[src/rtl/alu_share_arbiter_if.sv]
// Bundle of request, ALU and response signals shared between the issue slots,
// the arbiter and the execute-stage ALU.
interface alu_share_arbiter_if #(
  parameter int TAG_W = 4,
  parameter int CNT_W = 16
);
  logic             r0_valid;
  logic             r0_ready;
  logic [3:0]       r0_op;
  logic [31:0]      r0_a;
  logic [31:0]      r0_b;
  logic [TAG_W-1:0] r0_tag;

  logic             r1_valid;
  logic             r1_ready;
  logic [3:0]       r1_op;
  logic [31:0]      r1_a;
  logic [31:0]      r1_b;
  logic [TAG_W-1:0] r1_tag;

  logic [3:0]       alu_op;
  logic [31:0]      alu_in1;
  logic [31:0]      alu_in2;
  logic [31:0]      alu_result;
  logic             alu_z;
  logic             alu_cout;
  logic             alu_ov;

  logic             rsp_valid;
  logic             rsp_ready;
  logic             rsp_port;
  logic [TAG_W-1:0] rsp_tag;
  logic [31:0]      rsp_result;
  logic             rsp_z;
  logic             rsp_cout;
  logic             rsp_ov;
  logic             rsp_err;
  logic [CNT_W-1:0] ovf_cnt;

  modport slave (
    input  r0_valid, r0_op, r0_a, r0_b, r0_tag,
    output r0_ready,
    input  r1_valid, r1_op, r1_a, r1_b, r1_tag,
    output r1_ready,
    output alu_op, alu_in1, alu_in2,
    input  alu_result, alu_z, alu_cout, alu_ov,
    output rsp_valid, rsp_port, rsp_tag, rsp_result,
    output rsp_z, rsp_cout, rsp_ov, rsp_err, ovf_cnt,
    input  rsp_ready
  );

  modport master (
    output r0_valid, r0_op, r0_a, r0_b, r0_tag,
    input  r0_ready,
    output r1_valid, r1_op, r1_a, r1_b, r1_tag,
    input  r1_ready,
    input  alu_op, alu_in1, alu_in2,
    output alu_result, alu_z, alu_cout, alu_ov,
    input  rsp_valid, rsp_port, rsp_tag, rsp_result,
    input  rsp_z, rsp_cout, rsp_ov, rsp_err, ovf_cnt,
    output rsp_ready
  );
endinterface

[src/rtl/alu_share_arbiter.sv]
// Round-robin sharing of one combinational MIPS ALU between two issue slots,
// with a single registered response stage and a saturating overflow counter.
module alu_share_arbiter #(
  parameter int TAG_W = 4,
  parameter int CNT_W = 16
) (
  input logic                clk,
  input logic                rst,
  alu_share_arbiter_if.slave bus
);

  typedef enum logic {EMPTY, FULL} state_t;

  state_t           state;
  logic             last_grant;
  logic             port_q;
  logic [TAG_W-1:0] tag_q;
  logic [31:0]      result_q;
  logic             z_q;
  logic             cout_q;
  logic             ov_q;
  logic             err_q;
  logic [CNT_W-1:0] cnt_q;

  logic             any_valid;
  logic             sel;
  logic             can_issue;
  logic             accept;
  logic [3:0]       op;
  logic [31:0]      opa;
  logic [31:0]      opb;
  logic [TAG_W-1:0] tag;
  logic             illegal;
  logic             signed_op;

  // With a single valid port sel follows r1_valid, so an idle cycle selects port 0.
  always_comb begin
    any_valid = bus.r0_valid | bus.r1_valid;
    sel       = (bus.r0_valid & bus.r1_valid) ? ~last_grant : bus.r1_valid;
    can_issue = (state == EMPTY) | bus.rsp_ready;
    accept    = can_issue & any_valid & ~rst;
    op        = sel ? bus.r1_op  : bus.r0_op;
    opa       = sel ? bus.r1_a   : bus.r0_a;
    opb       = sel ? bus.r1_b   : bus.r0_b;
    tag       = sel ? bus.r1_tag : bus.r0_tag;
    illegal   = (op > 4'd9);
    signed_op = (op[3:1] == 3'b000);
  end

  assign bus.r0_ready = accept & ~sel;
  assign bus.r1_ready = accept & sel;

  assign bus.alu_op  = op;
  assign bus.alu_in1 = opa;
  assign bus.alu_in2 = opb;

  always_ff @(posedge clk or posedge rst) begin
    if (rst) begin
      state      <= EMPTY;
      last_grant <= 1'b1;
      port_q     <= 1'b0;
      tag_q      <= '0;
      result_q   <= '0;
      z_q        <= 1'b0;
      cout_q     <= 1'b0;
      ov_q       <= 1'b0;
      err_q      <= 1'b0;
      cnt_q      <= '0;
    end else begin
      if (accept) begin
        state      <= FULL;
        last_grant <= sel;
        port_q     <= sel;
        tag_q      <= tag;
        if (illegal) begin
          result_q <= '0;
          z_q      <= 1'b0;
          cout_q   <= 1'b0;
          ov_q     <= 1'b0;
          err_q    <= 1'b1;
        end else begin
          result_q <= bus.alu_result;
          z_q      <= bus.alu_z;
          cout_q   <= bus.alu_cout;
          ov_q     <= signed_op & bus.alu_ov;
          err_q    <= 1'b0;
        end
        if (signed_op && bus.alu_ov && (cnt_q != '1))
          cnt_q <= cnt_q + {{(CNT_W-1){1'b0}}, 1'b1};
      end else if ((state == FULL) && bus.rsp_ready) begin
        state <= EMPTY;
      end
    end
  end

  assign bus.rsp_valid  = (state == FULL);
  assign bus.rsp_port   = port_q;
  assign bus.rsp_tag    = tag_q;
  assign bus.rsp_result = result_q;
  assign bus.rsp_z      = z_q;
  assign bus.rsp_cout   = cout_q;
  assign bus.rsp_ov     = ov_q;
  assign bus.rsp_err    = err_q;
  assign bus.ovf_cnt    = cnt_q;

endmodule

[src/flat_wrapper.sv]
// flat-port wrapper written by rule: the top's interface ports become plain ports
module alu_share_arbiter_flat 
#(
  parameter int TAG_W = 4,
  parameter int CNT_W = 16
)
  (clk, rst, bus_r0_valid, bus_r0_op, bus_r0_a, bus_r0_b, bus_r0_tag, bus_r0_ready, bus_r1_valid, bus_r1_op, bus_r1_a, bus_r1_b, bus_r1_tag, bus_r1_ready, bus_alu_op, bus_alu_in1, bus_alu_in2, bus_alu_result, bus_alu_z, bus_alu_cout, bus_alu_ov, bus_rsp_valid, bus_rsp_port, bus_rsp_tag, bus_rsp_result, bus_rsp_z, bus_rsp_cout, bus_rsp_ov, bus_rsp_err, bus_ovf_cnt, bus_rsp_ready);
  alu_share_arbiter_if #(.TAG_W(TAG_W), .CNT_W(CNT_W)) bus_i ();
  input logic clk;
  input logic rst;
  input wire logic [$bits(bus_i.r0_valid)-1:0] bus_r0_valid;
  input wire logic [$bits(bus_i.r0_op)-1:0] bus_r0_op;
  input wire logic [$bits(bus_i.r0_a)-1:0] bus_r0_a;
  input wire logic [$bits(bus_i.r0_b)-1:0] bus_r0_b;
  input wire logic [$bits(bus_i.r0_tag)-1:0] bus_r0_tag;
  output wire logic [$bits(bus_i.r0_ready)-1:0] bus_r0_ready;
  input wire logic [$bits(bus_i.r1_valid)-1:0] bus_r1_valid;
  input wire logic [$bits(bus_i.r1_op)-1:0] bus_r1_op;
  input wire logic [$bits(bus_i.r1_a)-1:0] bus_r1_a;
  input wire logic [$bits(bus_i.r1_b)-1:0] bus_r1_b;
  input wire logic [$bits(bus_i.r1_tag)-1:0] bus_r1_tag;
  output wire logic [$bits(bus_i.r1_ready)-1:0] bus_r1_ready;
  output wire logic [$bits(bus_i.alu_op)-1:0] bus_alu_op;
  output wire logic [$bits(bus_i.alu_in1)-1:0] bus_alu_in1;
  output wire logic [$bits(bus_i.alu_in2)-1:0] bus_alu_in2;
  input wire logic [$bits(bus_i.alu_result)-1:0] bus_alu_result;
  input wire logic [$bits(bus_i.alu_z)-1:0] bus_alu_z;
  input wire logic [$bits(bus_i.alu_cout)-1:0] bus_alu_cout;
  input wire logic [$bits(bus_i.alu_ov)-1:0] bus_alu_ov;
  output wire logic [$bits(bus_i.rsp_valid)-1:0] bus_rsp_valid;
  output wire logic [$bits(bus_i.rsp_port)-1:0] bus_rsp_port;
  output wire logic [$bits(bus_i.rsp_tag)-1:0] bus_rsp_tag;
  output wire logic [$bits(bus_i.rsp_result)-1:0] bus_rsp_result;
  output wire logic [$bits(bus_i.rsp_z)-1:0] bus_rsp_z;
  output wire logic [$bits(bus_i.rsp_cout)-1:0] bus_rsp_cout;
  output wire logic [$bits(bus_i.rsp_ov)-1:0] bus_rsp_ov;
  output wire logic [$bits(bus_i.rsp_err)-1:0] bus_rsp_err;
  output wire logic [$bits(bus_i.ovf_cnt)-1:0] bus_ovf_cnt;
  input wire logic [$bits(bus_i.rsp_ready)-1:0] bus_rsp_ready;
  assign bus_i.r0_valid = bus_r0_valid;
  assign bus_i.r0_op = bus_r0_op;
  assign bus_i.r0_a = bus_r0_a;
  assign bus_i.r0_b = bus_r0_b;
  assign bus_i.r0_tag = bus_r0_tag;
  assign bus_r0_ready = bus_i.r0_ready;
  assign bus_i.r1_valid = bus_r1_valid;
  assign bus_i.r1_op = bus_r1_op;
  assign bus_i.r1_a = bus_r1_a;
  assign bus_i.r1_b = bus_r1_b;
  assign bus_i.r1_tag = bus_r1_tag;
  assign bus_r1_ready = bus_i.r1_ready;
  assign bus_alu_op = bus_i.alu_op;
  assign bus_alu_in1 = bus_i.alu_in1;
  assign bus_alu_in2 = bus_i.alu_in2;
  assign bus_i.alu_result = bus_alu_result;
  assign bus_i.alu_z = bus_alu_z;
  assign bus_i.alu_cout = bus_alu_cout;
  assign bus_i.alu_ov = bus_alu_ov;
  assign bus_rsp_valid = bus_i.rsp_valid;
  assign bus_rsp_port = bus_i.rsp_port;
  assign bus_rsp_tag = bus_i.rsp_tag;
  assign bus_rsp_result = bus_i.rsp_result;
  assign bus_rsp_z = bus_i.rsp_z;
  assign bus_rsp_cout = bus_i.rsp_cout;
  assign bus_rsp_ov = bus_i.rsp_ov;
  assign bus_rsp_err = bus_i.rsp_err;
  assign bus_ovf_cnt = bus_i.ovf_cnt;
  assign bus_i.rsp_ready = bus_rsp_ready;
  alu_share_arbiter #(.TAG_W(TAG_W), .CNT_W(CNT_W)) u_core (.clk(clk), .rst(rst), .bus(bus_i));
endmodule
[config.mk]
export PLATFORM = sky130hd
export DESIGN_NAME = alu_share_arbiter_flat
export DESIGN_NICKNAME = d
export VERILOG_FILES = /design/src/rtl/alu_share_arbiter_if.sv /design/src/rtl/alu_share_arbiter.sv /design/src/flat_wrapper.sv
export SDC_FILE = /design/constraint.sdc
export NUM_CORES = 1
export LEC_CHECK = 0
export ABC_AREA = 0
export ABC_CLOCK_PERIOD_IN_PS = 6250
export CORE_AREA = 2 2 120 122
export DETAILED_ROUTE_END_ITERATION = 12
export DIE_AREA = 0 0 122 124
export PLACE_DENSITY = 0.71
export SYNTH_ARGS = -nofsm -noshare
export SYNTH_HDL_FRONTEND = slang
export SYNTH_SLANG_ARGS = --single-unit
[constraint.sdc]
create_clock -name clk -period 6.25 [get_ports clk]
set_clock_uncertainty 0.1 [all_clocks]
set_input_delay 0.9375 -clock clk [delete_from_list [all_inputs] [get_ports clk]]
set_output_delay 0.9375 -clock clk [all_outputs]
set_load 0.05 [all_outputs]
==> impl_metrics.py <==
metrics = {
    "global_routing": {
        "grt_start_max_net_pins": 66,
        "grt_pass1_wl_um": 20900,
        "grt_pass1_vias": 3687,
        "grt-ovfl-total": 0,
        "globalRouteTotalUtil": 0.186,
        "grt_antenna_before_repair": 0,
    },
    "sta": {
        "slew_violations": 0,
        "finalSetupTns_ns": 0,
        "max_freq_mhz": 214,
        "rsz0062_at_grt": "no",
        "layout_min_cycle_time_ns": 4.67,
        "finalSetupViolCount": 0,
        "fin_crit_sh": 0.747,
        "finalHoldViolations": 0,
        "fin_ws_ns": 1.58,
        "worst_pin_slew_ns": 0.793,
        "relSlewSlack": 0.471,
    },
    "floorplan": {
        "dieArea_sq_um": 15100,
        "io_pins": 312,
        "rows": 43,
        "die_w_um": 122,
        "fp.dieH_um": 124,
        "start_util": 0.232,
        "core_sq_um": 13700,
    },
    "logic_synthesis": {
        "synth_warnings": 0,
        "synth_xor_area_frac": 0.0357,
        "synth_top_cell_area_share": 0.455,
        "postSynthAreaPerCell_sq_um": 12.4,
        "synthSimpleGateAreaFrac": 0.0797,
        "synthAdderAreaFrac": 0.00392,
        "synth_top_area_cell": "dfrtp_1",
        "ys.flop_type": "dfrtp_1",
        "syn_inst": 258,
        "synth_top_family_by_area": "multiplexers",
        "synthArstFlopShare": 1.00,
        "synth_compound_area_frac": 0.130,
        "ys_types": 34,
        "syn_area_sq_um": 3190,
        "synth_edf_count": 0,
        "synth_seq_cells": 59,
        "synthMuxAreaShare": 0.250,
        "synth.area.top_cells": "dfrtp_1 46%, mux2_2 24%, a22o_1 9.3%, xnor2_1 3.6%, nand4_1 1.4%",
        "synth-seq-area-share": 0.464,
        "synthesis.nets": 443,
        "synth_most_common_cell": "mux2_2",
        "synth_common_cells": "68 x mux2_2, 58 x dfrtp_1, 34 x a22o_1",
    },
    "cells_and_area": {
        "drive_above_1_share": 0.169,
        "fin_area_sq_um": 6760,
        "diodes": 0,
        "multi_input_area_sq_um": 1600,
        "fillers": 1252,
        "syn_to_final_growth_pct": 112,
        "final_nets": 750,
        "seqCellArea_sq_um": 1480,
    },
    "power_and_ir_drop": {
        "ir_worst_vdd_mv": 0.143,
        "seq_power_share": 0.266,
        "p_comb_frac": 0.470,
        "leakagePower_nw": 2.76,
        "intPower_w": 0.00108,
        "switching_share": 0.387,
        "power_density_nw_per_um2": 262,
        "p_sw_w": 0.000684,
        "p_clk_frac": 0.263,
        "total_power_w": 0.00177,
    },
    "cts": {
        "cts_root_buf": "clkbuf_16",
        "post_cts.repair.setup_buffers": 0,
        "cts_resized": 0,
        "cts.sinks": 59,
        "cts_buffers": 9,
        "clk_latency_ns": 0.32,
        "postCtsHoldBufs": 0,
        "cts_max_level": 3,
        "clk_pin_slew_ns": 0.05,
        "cts_tree": "built",
        "clock_path_buffers": 2,
    },
    "routing": {
        "detail_route.iter0.violations": 115,
        "via_count": 3372,
        "viasPerCell": 4.50,
        "wire_per_inst_um": 19.1,
        "drc": 0,
        "wl_um": 14300,
        "dr.pass1.iters": 6,
        "ant_nets": 0,
    },
    "worst_setup_path": {
        "cp_max_fo": 65,
        "startpoint_type": "input pin",
        "cpMaxStageDelayCell": "clkdlybuf4s50_1",
        "required_ns": 5.21,
        "crit_top_cell": "clkdlybuf4s50_1",
        "crit_chain": "clkdlybuf4s50_1 > a21boi_4 > buf_4 > mux2_2 > clkdlybuf4s50_1",
        "criticalPathCategory": "input pin to primary output",
        "crit_path_end_kind": "primary output",
        "cp_data_arrival_time_ns": 3.63,
        "critPathMaxStageDelay_ns": 0.73,
    },
    "place": {
        "routabilityCongestion": 0.866,
        "preCtsSetupSlack_ns": 1.59,
        "place_hpwl_um": 11500,
        "placed_cell_area_sq_um": 6470,
        "placement.io_buffers": 311,
    },
    "min_path": {
        "min_path_type": "flip-flop to flip-flop",
    },
    "outcome": {
        "outcome": "complete, no violations",
    },
    "run": {
        "cap_violations": 0,
    },
}
==> per-stage QoR <==
step	hold WS, ns	utilization	cells
finish	0.374	0.492	749
global route	0.406	0.492	749
CTS	0.381	0.492	749
detailed placement	0.379	0.472	734
global placement	0.361	0.472	734
floorplan	0.400	-	258
==> power groups by stage <==
stage / logic, W / registers, W / clock network, W
finish: 0.000831 / 0.000471 / 0.000465
global route: 0.000870 / 0.000477 / 0.000503
CTS: 0.000840 / 0.000471 / 0.000477
detailed placement: 0.000834 / 0.000477 / 0
global placement: 0.000832 / 0.000474 / 0
floorplan: 0.000311 / 0.000655 / 0
==> registers in the layout, indices dropped and copies added, names as in the netlist <==
register and flops:
u_core.bus.rsp_cout 1, u_core.bus.rsp_tag 4, u_core.bus.rsp_err 1, u_core.last_grant 1, u_core.bus.rsp_ov 1, u_core.bus.ovf_cnt 16, u_core.bus.rsp_valid 1, u_core.bus.rsp_z 1
u_core.bus.rsp_port 1, u_core.bus.rsp_result 32
==> cells in the final DEF (no fill, tap or decap), types with 3 or more instances in the layout <==
| cell type | Yosys | layout |
|---|---|---|
| nor3_1 | 3 | 3 |
| nand2_1 | 4 | 4 |
| dfrtp_1 | 58 | 58 |
| clkdlybuf4s50_1 | 0 | 311 |
| clkinv_2 | 0 | 4 |
| a22o_1 | 34 | 34 |
| and3_1 | 4 | 4 |
| mux2_2 | 68 | 68 |
| nand3_1 | 8 | 8 |
| xnor2_1 | 13 | 13 |
| buf_4 | 2 | 4 |
| inv_1 | 7 | 6 |
| a222oi_1 | 4 | 4 |
| nand4_1 | 7 | 7 |
| a21o_1 | 3 | 3 |
| clkbuf_16 | 0 | 9 |
==> cell families (layout without fill, tap and decap cells) <==
kind of cell	count (synthesis)	in the layout
xor+xnor	13	13
mux	71	71
fa+ha+maj	1	1
flops	59	59
buf+inv	26	337
compound gates	49	49
simple gates	39	39
==> routing by layer <==
metal  vias to the layer above  global-route usage  share of wire
li1                       1582                   -              -
met1                      1592               0.211           0.38
met2                       180               0.320           0.50
met3                        18              0.0714          0.093
met4                         0              0.0647          0.021
met5                         -                   0              0
==> worst max-delay path, delay by kind of cell <==
kind / cells / cell delay [ns]
buf+inv: 3 / 1.88
mux: 1 / 0.44
compound gates: 1 / 0.30
==> worst paths after layout <==
path                                        from                        to  slack, ns  depth (start not counted)
max                                 bus_r1_valid            bus_alu_in2[4]       1.58                          5
min                            u_core.bus.rsp_ov         u_core.bus.rsp_ov       0.37                          1
max reg2reg                u_core.bus.ovf_cnt[3]     u_core.bus.ovf_cnt[1]       4.03                          5
min reg2reg                    u_core.bus.rsp_ov         u_core.bus.rsp_ov       0.37                          1
max in group asynchronous                    rst  u_core.bus.rsp_result[8]       4.47                          3
min in group asynchronous                    rst     u_core.bus.ovf_cnt[1]       0.70                          2
==> layout make-up <==
cell class,count,share of cell area
clock buffers,9,0.0333
repair buffers,315,0.465
well taps,180,0.0333
inverters,7,0.00389
multi-input cells,173,0.237
clock inverters,6,0.00852
flip-flops and latches,59,0.219
No activity file was read; power rests on OpenSTA's default activity.
